$ cat src/rtl/platform_field.sv
// platform_field: keeps N_PLAT platform positions for the playfield. On start it
// lays out a fresh set. On each accepted frame tick it applies scroll and drift,
// bounces moving platforms between the edges, and respawns platforms that leave
// the bottom of the screen.
module platform_field #(
  parameter int unsigned N_PLAT = 8,
  parameter int unsigned H      = 240,
  parameter int unsigned X_MIN  = 70,
  parameter int unsigned X_MAX  = 249,
  parameter int unsigned PLAT_W = 60,
  parameter int unsigned DRIFT  = 1,
  parameter int unsigned SPEED  = 1
) (
  input  logic        Clk,
  input  logic        Reset,
  input  logic [1:0]  frame_clk_edge,
  input  logic        start,
  input  logic [15:0] seed,
  input  logic [9:0]  scroll,
  output logic [9:0]  Platform_X_out  [0:N_PLAT-1],
  output logic [9:0]  Platform_Y_out  [0:N_PLAT-1],
  output logic        Platform_moving [0:N_PLAT-1],
  output logic        busy,
  output logic        frame_done,
  output logic        overrun,
  output logic [15:0] respawn_count
);

  localparam int unsigned XR    = X_MAX - PLAT_W;
  localparam int unsigned SPAN  = XR - X_MIN + 1;
  localparam int unsigned YSTEP = H / N_PLAT;
  localparam int unsigned IW    = (N_PLAT > 1) ? $clog2(N_PLAT) : 1;
  localparam logic [15:0] SEED_DFLT = 16'hACE1;

  typedef enum logic [1:0] {IDLE, INIT, RUN, UPDATE} state_t;

  state_t        state_q, state_nxt;
  logic [IW-1:0] idx_q;
  logic [9:0]    scroll_q;
  logic [15:0]   lfsr_q;
  logic          dir_q [0:N_PLAT-1];

  logic          tick_c, last_c, active_c;
  logic [15:0]   lfsr_nxt_c;
  logic [7:0]    off_c;
  logic [9:0]    spawn_x_c, init_y_c;
  logic          spawn_mv_c, spawn_dir_c;
  logic [9:0]    cur_x_c, cur_y_c;
  logic          cur_mv_c, cur_dir_c;
  logic [10:0]   ynew_c, ywrap_c;
  logic          respawn_c;
  logic [9:0]    upd_x_c, upd_y_c;
  logic          upd_dir_c;

  assign tick_c   = (frame_clk_edge == 2'b01);
  assign last_c   = (idx_q == IW'(N_PLAT - 1));
  assign active_c = (state_q == INIT) || (state_q == UPDATE);

  // State register
  always_ff @(posedge Clk) begin
    if (Reset) state_q <= IDLE;
    else       state_q <= state_nxt;
  end

  // Next-state logic; start overrides everything, including a simultaneous tick
  always_comb begin
    state_nxt = state_q;
    case (state_q)
      IDLE:    state_nxt = IDLE;
      INIT:    if (last_c) state_nxt = RUN;
      RUN:     if (tick_c) state_nxt = UPDATE;
      UPDATE:  if (last_c) state_nxt = RUN;
      default: state_nxt = IDLE;
    endcase
    if (start) state_nxt = INIT;
  end

  // Per-platform datapath: spawn values from the stepped LFSR, plus move/respawn math
  always_comb begin
    lfsr_nxt_c  = {lfsr_q[14:0], lfsr_q[15] ^ lfsr_q[13] ^ lfsr_q[12] ^ lfsr_q[10]};
    off_c       = {1'b0, lfsr_nxt_c[6:0]};
    if (off_c >= 8'(SPAN)) off_c = off_c - 8'(SPAN);
    spawn_x_c   = 10'(X_MIN) + 10'(off_c);
    spawn_mv_c  = (lfsr_nxt_c[9:8] == 2'b11);
    spawn_dir_c = lfsr_nxt_c[10];
    init_y_c    = 10'(32'(idx_q) * YSTEP);

    cur_x_c   = Platform_X_out[idx_q];
    cur_y_c   = Platform_Y_out[idx_q];
    cur_mv_c  = Platform_moving[idx_q];
    cur_dir_c = dir_q[idx_q];

    ynew_c    = 11'(cur_y_c) + 11'(DRIFT) + 11'(scroll_q);
    ywrap_c   = ynew_c - 11'(H);
    respawn_c = (ynew_c > 11'(H - 1));
    upd_y_c   = ynew_c[9:0];
    if (respawn_c) upd_y_c = (ywrap_c > 11'(H - 1)) ? 10'd0 : ywrap_c[9:0];

    upd_x_c   = cur_x_c;
    upd_dir_c = cur_dir_c;
    if (respawn_c) begin
      upd_x_c   = spawn_x_c;
      upd_dir_c = spawn_dir_c;
    end else if (cur_mv_c) begin
      if (cur_dir_c) begin
        if (11'(cur_x_c) + 11'(SPEED) > 11'(XR)) begin
          upd_x_c   = 10'(XR);
          upd_dir_c = 1'b0;
        end else begin
          upd_x_c = cur_x_c + 10'(SPEED);
        end
      end else begin
        if (11'(cur_x_c) < 11'(X_MIN + SPEED)) begin
          upd_x_c   = 10'(X_MIN);
          upd_dir_c = 1'b1;
        end else begin
          upd_x_c = cur_x_c - 10'(SPEED);
        end
      end
    end
  end

  // Platform table, LFSR, index and status outputs
  always_ff @(posedge Clk) begin
    if (Reset) begin
      for (int i = 0; i < int'(N_PLAT); i++) begin
        Platform_X_out[i]  <= '0;
        Platform_Y_out[i]  <= '0;
        Platform_moving[i] <= 1'b0;
        dir_q[i]           <= 1'b1;
      end
      lfsr_q        <= (seed == 16'h0000) ? SEED_DFLT : seed;
      idx_q         <= '0;
      scroll_q      <= '0;
      busy          <= 1'b0;
      frame_done    <= 1'b0;
      overrun       <= 1'b0;
      respawn_count <= '0;
    end else begin
      busy       <= (state_nxt == INIT) || (state_nxt == UPDATE);
      frame_done <= active_c && last_c && !start;
      overrun    <= active_c && tick_c && !start;
      if (start) begin
        idx_q         <= '0;
        respawn_count <= '0;
      end else begin
        case (state_q)
          INIT: begin
            Platform_X_out[idx_q]  <= spawn_x_c;
            Platform_Y_out[idx_q]  <= init_y_c;
            Platform_moving[idx_q] <= spawn_mv_c;
            dir_q[idx_q]           <= spawn_dir_c;
            lfsr_q                 <= lfsr_nxt_c;
            idx_q                  <= last_c ? '0 : idx_q + IW'(1);
          end
          RUN: begin
            if (tick_c) begin
              scroll_q <= scroll;
              idx_q    <= '0;
            end
          end
          UPDATE: begin
            Platform_X_out[idx_q] <= upd_x_c;
            Platform_Y_out[idx_q] <= upd_y_c;
            dir_q[idx_q]          <= upd_dir_c;
            if (respawn_c) begin
              Platform_moving[idx_q] <= spawn_mv_c;
              lfsr_q                 <= lfsr_nxt_c;
              if (respawn_count != 16'hFFFF) respawn_count <= respawn_count + 16'd1;
            end
            idx_q <= last_c ? '0 : idx_q + IW'(1);
          end
          default: ;
        endcase
      end
    end
  end

endmodule

$ cat config.mk
export PLATFORM = sky130hd
export DESIGN_NAME = platform_field
export DESIGN_NICKNAME = d
export VERILOG_FILES = /design/src/rtl/platform_field.sv
export SDC_FILE = /design/constraint.sdc
export NUM_CORES = 1
export LEC_CHECK = 0
export ABC_CLOCK_PERIOD_IN_PS = 7800
export CORE_ASPECT_RATIO = 1.2
export CORE_UTILIZATION = 53
export CTS_BUF_LIST = sky130_fd_sc_hd__clkbuf_4 sky130_fd_sc_hd__clkbuf_8 sky130_fd_sc_hd__clkbuf_16
export CTS_CLUSTER_SIZE = 14
export DETAILED_ROUTE_END_ITERATION = 8
export PLACE_DENSITY = 0.78
export SETUP_SLACK_MARGIN = 0.3
export SLEW_MARGIN = 40
export SYNTH_ARGS = -nofsm -noshare
export SYNTH_HDL_FRONTEND = slang
export SYNTH_SLANG_ARGS = --single-unit
$ cat constraint.sdc
create_clock -name Clk -period 7.8 [get_ports Clk]
set_input_delay 1.17 -clock Clk [delete_from_list [all_inputs] [get_ports Clk]]
set_output_delay 1.17 -clock Clk [all_outputs]
set_load 0.01 [all_outputs]
**Yosys cells after proc, flatten, opt, wreduce, memory -nomap -nowiden**

Memory sizes are Yosys's and may differ from the RTL's. A register that Yosys moved wholly into a read port is not among the register bits.
Index checks and enable logic that the tools add are counted.

- Bitwise gates (word level): 6
- Reductions and logical operators: 22
- Equal/unequal tests: 13
- Order comparisons: 7
- Mux-type cells: 63
- Add/subtract/negate cells: 10
- $mul: 1

Operator list:

| kind | number |
|---|---|
| $bwmux 80 | 4 |
| $pmux 80 s2 | 2 |
| $mux 10 | 12 |
| $mux 16 | 4 |
| $bmux 10 s3 | 2 |
| $gt 11x8->1 const B | 3 |
| $pmux 16 s2 | 1 |
| $demux 10 s3 | 1 |
| $add 10x1->11 const B | 2 |
| $mux 1 | 21 |
| $add 16x1->16 const B | 1 |
| $logic_not 16->1 | 1 |
| $mux 8 | 2 |
| $ne 16x16->1 const B | 1 |
| $pmux 8 s2 | 1 |
| $mux 3 | 5 |
| $reduce_and 3->1 | 4 |
| $add 11x10->11 | 1 |
| $sub 11x8->11 const B | 1 |
| $add 10x1->10 const B | 1 |
| $lt 10x7->1 const B | 1 |
| $sub 10x1->10 const B | 1 |
| $add 7x8->9 const A | 1 |
| $bwmux 8 | 1 |
| 29 further kinds | 48 |

- Memories: 1
- Bits in registers: 218
- Memory bits (writable): 8
- Output and inout bits: 187
- Logic and storage cells: 155

Memory list:

| name | words | width | read ports | clocked after Yosys merged registers in | wr ports | RTL line | text |
|---|---|---|---|---|---|---|---|
| dir_q | 8 | 1 | 1 | 1 | 8 | 41 | `logic dir_q [0:N_PLAT-1];` |

**Logic depth before layout (Yosys ltp)**

Gate-level depths: netlist of run 1.

- Depth after elaboration: 12
- Gate-level depth with buffers: 23
- Depth with buffers taken out: 19

**Worst setup path before layout of run 1**

Ideal clock, no wire load.

- Kind: reg-to-reg
- Start: register idx_q[0]
- End: register lfsr_q[0] (enable)
- Setup slack: 1.627 ns
- Stages on the path, launching flop included: 20
- Path buffers: 5
- Arrival time: 5.759 ns
- Clock period less this slack: 6.173 ns
- Data required time: 7.386 ns
- Cell sequence: dfxtp_1 -> buf_6 -> buf_2 -> buf_1 -> mux4_2 -> nand2_1 -> nand2_1 -> ha_1 -> or2_2 -> o311a_1 -> o21ai_0 -> nand2_1 -> xor2_1 -> ha_1 -> o31ai_1 -> a31o_2 -> buf_2 -> nor2_2 -> buf_2 -> o31ai_1

- Cells in the longest elaborated chain, start to end: 9

Ends and longest elaborated chain:

| item | RTL line | text |
|---|---|---|
| start, declared | 38 | `logic [IW-1:0] idx_q;` |
| start signal, assigned | 154 | `idx_q <= last_c ? '0 : idx_q + IW'(1);` |
| start signal, assigned | 171 | `idx_q <= last_c ? '0 : idx_q + IW'(1);` |
| $not 3->4 (not written as such) | 89 | `cur_y_c = Platform_Y_out[idx_q];` |
| $bmux 10 s3 | 89 |  |
| $mux 10 (not written as such) (2 in series) | 89 |  |
| $add 10x1->11 | 93 | `ynew_c = 11'(cur_y_c) + 11'(DRIFT) + 11'(scroll_q);` |
| $add 11x10->11 | 93 |  |
| $gt 11x8->1 | 95 | `respawn_c = (ynew_c > 11'(H - 1));` |
| $ne 3x3->1 (no line) | -- |  |
| $reduce_and 3->1 (no line) | -- |  |
| end signal, assigned | 132 | `lfsr_q <= (seed == 16'h0000) ? SEED_DFLT : seed;` |
| end signal, assigned | 153 | `lfsr_q <= lfsr_nxt_c;` |
| end signal, assigned | 168 | `lfsr_q <= lfsr_nxt_c;` |
| end, declared | 40 | `logic [15:0] lfsr_q;` |

Every way passes these cells. The select of a mux whose other input is x is not followed.
A chain may end at the register's enable or synchronous reset.

**Worst setup path after layout of run 1**

- Start: register idx_q[1]
- End: register Platform_Y_out[43] in the netlist's numbering

- Cells in the longest elaborated chain, start to end: 12
- Elaborated cells on any way between the ends: 20
- Those cells by class: 3 x add/sub; 1 x mul; 4 x order compare; 10 x mux; 1 x bitwise; 1 x reduce/logical

Ends and longest elaborated chain:

| item | RTL line | text |
|---|---|---|
| $not 3->4 (not written as such) | 89, 150, 164 |  |
| $bmux 10 s3 | 89 |  |
| $mux 10 (not written as such) (2 in series) | 89 |  |
| $add 10x1->11 | 93 |  |
| $add 11x10->11 | 93 |  |
| $sub 11x8->11 | 94 | `ywrap_c = ynew_c - 11'(H);` |
| $gt 11x8->1 | 97 | `if (respawn_c) upd_y_c = (ywrap_c > 11'(H - 1)) ? 10'd0 : ywrap_c[9:0];` |
| $mux 10 (2 in series) | 97 |  |
| $bwmux 80 | 164 | `Platform_Y_out[idx_q] <= upd_y_c;` |
| $pmux 80 s2 (*) | 147 | `case (state_q)` |
| end signal, assigned by index | 150 | `Platform_Y_out[idx_q] <= init_y_c;` |
| end signal, assigned by index | 164 |  |
| end, declared | 21 | `output logic [9:0] Platform_Y_out [0:N_PLAT-1],` |

Every way passes the cells marked *; elsewhere a longest branch is shown, timed or not. The select of a mux whose other input is x is not followed.

==> flow_metrics.env, run 1 <==
export IMPL_status="finished clean"
export IMPL_drt_iter0_markers=1012
export IMPL_fin_util_pct=69.0
export IMPL_power_frac_comb_pct=8.4
export IMPL_ant_nets=0
export IMPL_p_switching_uw=633
export IMPL_crit_arrival_ps=5950
export IMPL_die_y_um=167
export IMPL_setup_tns_final_ps=0
export IMPL_ctsResizeCount=0
export IMPL_dieArea_um2=23300
export IMPL_ios=218
export IMPL_crit_required_ps=8170
export IMPL_synth_edff_count=16
export IMPL_max_cap_viol_count=0
export IMPL_p_seq_share_pct=46.0
export IMPL_dieWidth_um=139
export IMPL_max_slew_worst_pin_slew_ps=849
export IMPL_hold_violations=0
export IMPL_clkLatencyLatePin_ps=520
export IMPL_first_pass_iters=5
export IMPL_skew_ps=13.0
export IMPL_overflow=0
export IMPL_vias=11300
export IMPL_critPathCaptureType="flop"
export IMPL_finalMaxSlewViolations=0
export IMPL_power_leakage_uw=0.00521
export IMPL_cts_hold_buf=0
export IMPL_syn_nets=1349
export IMPL_core_area_um2=21900
export IMPL_worstSetupStartpointType="flop"
export IMPL_use_met3_pct=4.72
export IMPL_wl_um=38700
export IMPL_track_usage_pct=32.5
export IMPL_syn_avg_cell_area_um2=9.33
export IMPL_busiest_layer="met2"
export IMPL_drc=0
export IMPL_clk_path_buf_depth=3
export IMPL_grt_util_met1_pct=44.8
export IMPL_start_util_pct=54.7
export IMPL_clk_pin_slew_worst_paths_ps=70
export IMPL_use_met2_pct=51.8
export IMPL_syn_inst=1286
export IMPL_synth_area_um2=12000
export IMPL_cts_htree_levels=1
export IMPL_post_dp_cell_area_um2=14300
export IMPL_final_nets=1514
export IMPL_slew_limit_headroom_pct=43.2
export IMPL_post_cts_buffers=0
export IMPL_p_int_uw=2010
export IMPL_synthArstFlopShare_pct=0
export IMPL_path_class="reg2reg"
export IMPL_first_global_vias=10500
export IMPL_num_rows=59
export IMPL_finalCriticalPeriod_ps=5580
export IMPL_ys_types=92
export IMPL_clkPwrFrac_pct=45.6
export IMPL_drive_above_1_share_pct=13.4
export IMPL_synth_seq_area_share_pct=39.4
export IMPL_power_density_nw_per_um2=174
export IMPL_grt_antenna_before_repair=0
export IMPL_root_buffer="clkbuf_16"
export IMPL_area_growth_pct=26.1
export IMPL_hold_class="reg2reg"
export IMPL_post_dp_hpwl_um=26500
export IMPL_grt_max_degree=112
export IMPL_numPortBuffers=217
export IMPL_synth_warnings=0
export IMPL_cts_tree="built"
export IMPL_globalplace_congestion=0.963
export IMPL_finalWorstSetupSlack_ps=2220
export IMPL_hold_ws_ps=464
export IMPL_cp_max_fo=24
export IMPL_rsz0062_at_grt="false"
export IMPL_ys_flop_type="dfxtp_1"
export IMPL_cts_sinks=228
export IMPL_max_clock_freq_mhz=179
export IMPL_final_area_um2=15100
export IMPL_setup_viol=0
export IMPL_place_worst_setup_slack_ps=2280
export IMPL_post_drt_via_cell_ratio=6.46
export IMPL_post_drt_wl_per_cell_um=22.2
export IMPL_ir_drop_mv=0.151
export IMPL_cts_buffers=23
export IMPL_switching_share_pct=24.0
export IMPL_yosys_register_bits=228
export IMPL_grt_pass1_wl_um=59500
export IMPL_fin_crit_sh_pct=71.6
export IMPL_n_antenna_cell=0
-- synthesized netlist by cell type (all sizes together), types with 25 or more instances --
library cell,instances,area [µm²]
nand3,70,355
a211oi,64,571
clkbuf,70,263
and3,31,194
nor2,171,644
nor3,78,405
dfxtp,212,4240
o21ai,55,283
a21oi,57,297
nand2,100,378
mux2i,25,290
buf,25,140
mux4,44,991
ha,28,350
-- registers in the layout, summed over array words and instances, names as in the netlist, 2 cells and up, named ones only --
signal	count
Platform_X_out	80
Platform_Y_out	80
Platform_moving	8
dir_q	8
idx_q	3
lfsr_q	16
respawn_count	16
scroll_q	10
state_q	2
-- layer usage --
| layer | vias to the layer above | share of wire [%] |
|---|---|---|
| met4 | 0 | 3.2 |
| met5 | - | 0 |
| met3 | 88 | 9.4 |
| met2 | 607 | 46 |
| met1 | 5446 | 41 |
| li1 | 5111 | - |
-- final timing paths --
kind,from,endpoint,slack (ps),cells past startpoint
min reg2reg,dir_q[2],dir_q[2],460,2
min,dir_q[2],dir_q[2],460,2
max,idx_q[1],Platform_Y_out[43],2220,19
max reg2reg,idx_q[1],Platform_Y_out[43],2220,19
-- area by class of cell --
class | count | area (µm²)
Multi-Input combinational cell | 938 | 6820
Fill cell | 1670 | 6800
Sequential cell | 228 | 4730
Timing Repair Buffer | 235 | 2310
Clock buffer | 34 | 707
Tap cell | 274 | 343
Clock inverter | 7 | 119
Inverter | 25 | 93.8
-- power by group through the flow --
stage	combinational [µW]	sequential (µW)	clock (µW)
final	222	1210	1200
after global routing	238	1220	1250
after CTS	219	1210	1210
after detailed placement	217	1240	0
after global placement	216	1240	0
after floorplan	150	1230	0
-- placed cells by master (no fill, tap or decap), types with 13 or more instances in the layout --
master,netlist,layout
nor3_1,75,74
nand3_1,69,66
a211oi_2,18,19
edfxtp_1,16,16
nand2_1,99,99
dfxtp_1,212,209
o21ai_0,51,51
a21oi_1,56,56
clkbuf_16,0,24
mux4_2,44,44
inv_1,24,24
nand4_1,13,13
mux2i_1,19,19
ha_1,28,28
buf_4,2,16
nor2_1,170,170
xnor2_1,21,21
a211oi_1,46,45
clkdlybuf4s50_1,0,216
and3_1,31,25
-- stage by stage --
step	cells	power, µW
4_1_cts	1740	2640
3_5_place_dp	1699	1460
3_3_place_gp	1699	1450
2_1_floorplan	1286	1380
5_1_grt	1741	2710
6_report	1741	2640
-- worst max-delay path, stage by stage, from the launching register on --
cell	delay [ps]
dfxtp_2	830
buf_4	370
mux4_2	520
mux2i_1	180
ha_1	250
nor2b_1	100
o311a_1	370
o21ai_0	160
nand2_1	80
xor2_1	360
inv_1	140
ha_1	220
nand3_1	60
o21a_1	170
nand4_1	130
o22ai_1	440
o21ai_2	240
a32oi_1	420
clkbuf_2	270
a211oi_1	110
-- kinds of logic after synthesis --
group | count (synthesis) | share of synthesized area, %
XOR/XNOR | 32 | 2.46
multiplexers | 81 | 11.9
AO/OA/AOI/OAI | 289 | 18.9
flip-flops | 228 | 39.4
adder cells (fa/ha/maj) | 32 | 3.59
buffers and inverters | 120 | 4.14
AND/OR/NAND/NOR | 504 | 19.7
Power figures use the tool's default switching activity.
==> run 2: changes to the inputs <==
--- a/config.mk
+++ b/config.mk
@@ -5,7 +5,7 @@
 export SDC_FILE = /design/constraint.sdc
 export NUM_CORES = 1
 export LEC_CHECK = 0
-export ABC_CLOCK_PERIOD_IN_PS = 7800
+export ABC_CLOCK_PERIOD_IN_PS = 5800
 export CORE_ASPECT_RATIO = 1.2
 export CORE_UTILIZATION = 53
 export CTS_BUF_LIST = sky130_fd_sc_hd__clkbuf_4 sky130_fd_sc_hd__clkbuf_8 sky130_fd_sc_hd__clkbuf_16
==> constraint.sdc (replaced) <==
create_clock -name Clk -period 5.8 [get_ports Clk]
set_input_delay 0.87 -clock Clk [delete_from_list [all_inputs] [get_ports Clk]]
set_output_delay 0.87 -clock Clk [all_outputs]
set_load 0.01 [all_outputs]
==> flow_metrics.env, run 2 (synthesis gave the netlist of run 1 again) <==
export IMPL_cts_tree="built"
export IMPL_finalMaxSlewViolations=0
export IMPL_post_dp_hpwl_um=26600
export IMPL_place_worst_setup_slack_ps=570
export IMPL_overflow=0
export IMPL_rrSetupSlack_ps=750
export IMPL_post_drt_via_cell_ratio=6.41
export IMPL_cp_cell_sequence="mux4_2, nand2_1, and2_1, inv_1, ha_1, nor2b_1, o311a_1, o21ai_0, nand2_1, xor2_1, inv_1, ha_1, nand3_1, o21a_1, nand4_1, o22ai_2, nor4_1, a211oi_2, a211oi_1"
export IMPL_ant_nets=0
export IMPL_crit_required_ps=6160
export IMPL_dieArea_um2=23300
export IMPL_critPathCaptureType="flop"
export IMPL_grt_antenna_before_repair=0
export IMPL_path_buf_inv=2
export IMPL_dp_cells=1700
export IMPL_cts_buffers=23
export IMPL_path_class="reg2reg"
export IMPL_post_drt_wl_per_cell_um=22.3
export IMPL_rsz0062_at_grt="false"
export IMPL_fin_cells=1741
export IMPL_ir_drop_mv=0.178
export IMPL_power_leakage_uw=0.00518
export IMPL_finalWorstSetupSlack_ps=749
export IMPL_max_cap_viol_count=0
export IMPL_drive_above_1_share_pct=13.7
export IMPL_root_buffer="clkbuf_16"
export IMPL_ios=218
export IMPL_max_clock_freq_mhz=198
export IMPL_core_area_um2=21900
export IMPL_clkPwrFrac_pct=42.8
export IMPL_setup_tns_final_ps=0
export IMPL_area_growth_pct=25.6
export IMPL_slowest_stage="dfxtp_4"
export IMPL_setup_viol=0
export IMPL_num_rows=59
export IMPL_clkLatencyLatePin_ps=520
export IMPL_finalCriticalPeriod_ps=5050
export IMPL_critPathMaxStageDelay_ps=610
export IMPL_grt_max_degree=116
export IMPL_reg_top3="Platform_X_out (80), Platform_Y_out (80)"
export IMPL_layout_common_cells="clkdlybuf4s50_1, dfxtp_1, nor2_1"
export IMPL_drc=0
export IMPL_first_global_vias=10700
export IMPL_switching_share_pct=24.8
export IMPL_clk_pin_slew_worst_paths_ps=70
export IMPL_crit_family="compound AO/OA/AOI/OAI gates"
export IMPL_p_switching_uw=839
export IMPL_numPortBuffers=217
export IMPL_vias=11200
export IMPL_skew_ps=11.6
export IMPL_hold_ws_ps=472
export IMPL_p_int_uw=2550
export IMPL_power_frac_comb_pct=9.1
export IMPL_layout_commonest_cell="clkdlybuf4s50_1"
export IMPL_slew_limit_headroom_pct=43.1
export IMPL_power_density_nw_per_um2=225
export IMPL_wl_um=38900
export IMPL_fin_crit_sh_pct=87.1
export IMPL_crit_arrival_ps=5410
export IMPL_first_pass_iters=5
export IMPL_final_area_um2=15100
export IMPL_track_usage_pct=32.8
export IMPL_cts_htree_levels=1
export IMPL_cp_max_fo=17
export IMPL_clk_path_buf_depth=3
export IMPL_die_y_um=167
export IMPL_worstSetupStartpointType="flop"
export IMPL_globalplace_congestion=0.972
export IMPL_max_slew_worst_pin_slew_ps=853
export IMPL_start_util_pct=54.7
export IMPL_p_seq_share_pct=48.2
export IMPL_hold_violations=0
export IMPL_cts_sinks=228
export IMPL_grt_pass1_wl_um=60000
export IMPL_dieWidth_um=139
export IMPL_drt_iter0_markers=1126
export IMPL_hold_class="reg2reg"
export IMPL_n_antenna_cell=0
export IMPL_status="finished clean"
export IMPL_final_nets=1515
export IMPL_post_dp_cell_area_um2=14300
==> run 2: timing repair <==
item                                    4_1_cts  5_1_grt
setup buffers                                 0        1
resized for setup                             0        1
endpoints found under the setup margin        0       69
hold buffers                                  0        0
==> run 2: worst min-delay path: cells and delay by family, from the launching register on <==
kind | cells | cell delay [ps]
AO/OA/AOI/OAI | 2 | 120
flip-flops | 1 | 320
==> run 2: stage by stage <==
stage | util, % | total power [µW]
2_1_floorplan | - | 1860
3_3_place_gp | 65.1 | 1960
3_5_place_dp | 65.3 | 1960
4_1_cts | 68.6 | 3390
5_1_grt | 68.7 | 3480
6_report | 68.7 | 3390
==> run 2: final cells by class <==
| cell class | instances | area [µm²] |
|---|---|---|
| inverter | 25 | 93.8 |
| timing repair buffer | 236 | 2330 |
| multi-input combinational | 938 | 6850 |
| fill | 1719 | 6850 |
| clock inverter | 5 | 27.5 |
| clock buffer | 35 | 697 |
| tap | 274 | 343 |
| sequential | 228 | 4730 |
==> run 2: routing by layer <==
metal / GRT usage, % / up-vias / routed length (µm)
met4: 11.8 / 0 / 1170
met3: 6.53 / 87 / 3850
met5: 0 / - / 0
li1: - / 5100 / -
met1: 42.9 / 5389 / 15700
met2: 53.6 / 586 / 18200
==> run 2: worst paths after layout <==
check           start                 end  cells past startpoint
min reg2reg  dir_q[2]            dir_q[2]                      2
max reg2reg  idx_q[0]  Platform_Y_out[66]                     19
min          dir_q[2]            dir_q[2]                      2
max          idx_q[0]  Platform_Y_out[66]                     19
==> run 2: power groups by stage <==
stage	clock network (µW)	logic, µW	registers (µW)
after global placement	0	294	1670
final	1450	308	1630
after detailed placement	0	296	1670
after floorplan	0	203	1660
after CTS	1460	299	1630
after global routing	1520	329	1630
==> run 3: changes to the inputs <==
--- a/config.mk
+++ b/config.mk
@@ -11,7 +11,7 @@
 export CTS_BUF_LIST = sky130_fd_sc_hd__clkbuf_4 sky130_fd_sc_hd__clkbuf_8 sky130_fd_sc_hd__clkbuf_16
 export CTS_CLUSTER_SIZE = 14
 export DETAILED_ROUTE_END_ITERATION = 8
-export PLACE_DENSITY = 0.78
+export PLACE_DENSITY = 0.89
 export SETUP_SLACK_MARGIN = 0.3
 export SLEW_MARGIN = 40
 export SYNTH_ARGS = -nofsm -noshare
==> flow_metrics.env, run 3 (synthesis gave the netlist of run 1 again) <==
export IMPL_status="finished clean"
export IMPL_cts_buffers=23
export IMPL_critPathMaxStageDelay_ps=600
export IMPL_final_nets=1513
export IMPL_finalMaxSlewViolations=0
export IMPL_power_uw=3590
export IMPL_ant_nets=0
export IMPL_post_drt_via_cell_ratio=6.67
export IMPL_path_class="reg2reg"
export IMPL_finalCriticalPeriod_ps=5160
export IMPL_clk_path_buf_depth=3
export IMPL_setup_viol=0
export IMPL_top_layer="met4"
export IMPL_max_clock_freq_mhz=194
export IMPL_drt_iter0_markers=1321
export IMPL_dieWidth_um=139
export IMPL_slowest_stage="a311oi_2"
export IMPL_hold_class="reg2reg"
export IMPL_cts_tree="built"
export IMPL_cp_max_fo=16
export IMPL_skew_ps=11.4
export IMPL_clk_pin_slew_worst_paths_ps=70
export IMPL_rsz0062_at_grt="false"
export IMPL_grt_antenna_before_repair=0
export IMPL_core_area_um2=21900
export IMPL_crit_arrival_ps=5510
export IMPL_crit_required_ps=6160
export IMPL_n_antenna_cell=0
export IMPL_cts_htree_levels=1
export IMPL_num_rows=59
export IMPL_max_cap_viol_count=0
export IMPL_cp_cell_sequence="mux4_2, nand2_1, and2_1, inv_1, ha_1, nor2b_1, o311a_1, o21ai_0, nand2_1, xor2_1, inv_1, ha_1, nand3_1, o21a_1, nand4_1, o22ai_1, nor4_1, a311oi_2, a211oi_1"
export IMPL_hold_violations=0
export IMPL_overflow=0
export IMPL_reg_top3="Platform_X_out (80), Platform_Y_out (80)"
export IMPL_layout_common_cells="clkdlybuf4s50_1, dfxtp_1, nor2_1"
export IMPL_fin_crit_sh_pct=88.9
export IMPL_area_growth_pct=26.5
export IMPL_wl_met3_um=4360
export IMPL_globalplace_congestion=0.961
export IMPL_grt_pass1_wl_um=61500
export IMPL_grt_max_degree=112
export IMPL_start_util_pct=54.7
export IMPL_critPathCaptureType="flop"
export IMPL_slew_limit_headroom_pct=42.4
export IMPL_met2_length_um=18600
export IMPL_max_slew_worst_pin_slew_ps=859
export IMPL_drive_above_1_share_pct=13.7
export IMPL_setup_tns_final_ps=0
export IMPL_track_usage_pct=33.4
export IMPL_dieArea_um2=23300
export IMPL_wl_um=39800
export IMPL_first_pass_iters=6
export IMPL_post_dp_hpwl_um=27100
export IMPL_vias=11600
export IMPL_post_drt_wl_per_cell_um=22.9
export IMPL_ios=218
export IMPL_ir_drop_mv=0.234
export IMPL_die_y_um=167
export IMPL_cts_sinks=228
export IMPL_power_leakage_uw=0.00523
export IMPL_layout_commonest_cell="clkdlybuf4s50_1"
export IMPL_clkLatencyLatePin_ps=520
export IMPL_numPortBuffers=217
export IMPL_worstSetupStartpointType="flop"
export IMPL_drc=0
export IMPL_first_global_vias=11200
export IMPL_power_density_nw_per_um2=237
export IMPL_ctsResizeCount=0
export IMPL_wl_met1_um=14900
export IMPL_cts_hold_buf=0
export IMPL_root_buffer="clkbuf_16"
==> run 3: critical path, delay by kind of cell (launching register included) <==
kind                       cells  cell delay (ps)
muxes                          1              560
AOI/OAI and AO/OA              6             1890
xor gates and xnor gates       1              390
and+or+nand+nor                7              870
buffers and inverters          2              210
adders and majority gates      2              490
DFF                            1              580
==> run 3: path summary, 6_finish.rpt <==
check | start | to | cells past startpoint | slack (ps)
hold reg to reg | Platform_Y_out[65] | Platform_Y_out[65] | 2 | 480
setup / recovery | idx_q[0] | Platform_Y_out[7] | 19 | 640
setup reg to reg | idx_q[0] | Platform_Y_out[7] | 19 | 640
hold / removal | Platform_Y_out[65] | Platform_Y_out[65] | 2 | 480
==> run 3: cell type report <==
| cell class | count | area, µm² |
|---|---|---|
| sequential | 228 | 4730 |
| fill | 1558 | 6750 |
| clock inverter | 10 | 154 |
| timing repair buffer | 234 | 2320 |
| tap | 274 | 343 |
| clock buffer | 31 | 678 |
| multi-input combinational | 938 | 6860 |
| inverter | 25 | 93.8 |
==> run 3: report_power, final <==
group	switching, µW	internal (µW)	total (µW)
sequential	25.1	1610	1630
combinational	195	115	310
clock	653	999	1650
total	873	2720	3590
==> run 3: per-layer routing <==
metal / GRT usage (%) / vias up
li1: - / 5098
met1: 42.0 / 5603
met2: 54.4 / 757
met3: 6.64 / 153
met4: 17.1 / 0
met5: 0 / -
==> run 3: stage by stage <==
stage	area (µm²)	setup WS, ps	std cells	utilization (%)	hold WS (ps)
after floorplan	12000	420	1286	-	433
after global placement	14300	773	1698	65.1	441
after detailed placement	14300	630	1698	65.3	451
after CTS	15200	571	1739	69.1	471
after global routing	15200	373	1740	69.2	498
final	15200	645	1740	69.2	475
==> run 3: repair_timing <==
item / 4_1_cts / 5_1_grt
endpoints found under the hold margin: 0 / 0
setup buffers: 0 / 1
setup endpoints to repair: 0 / 50
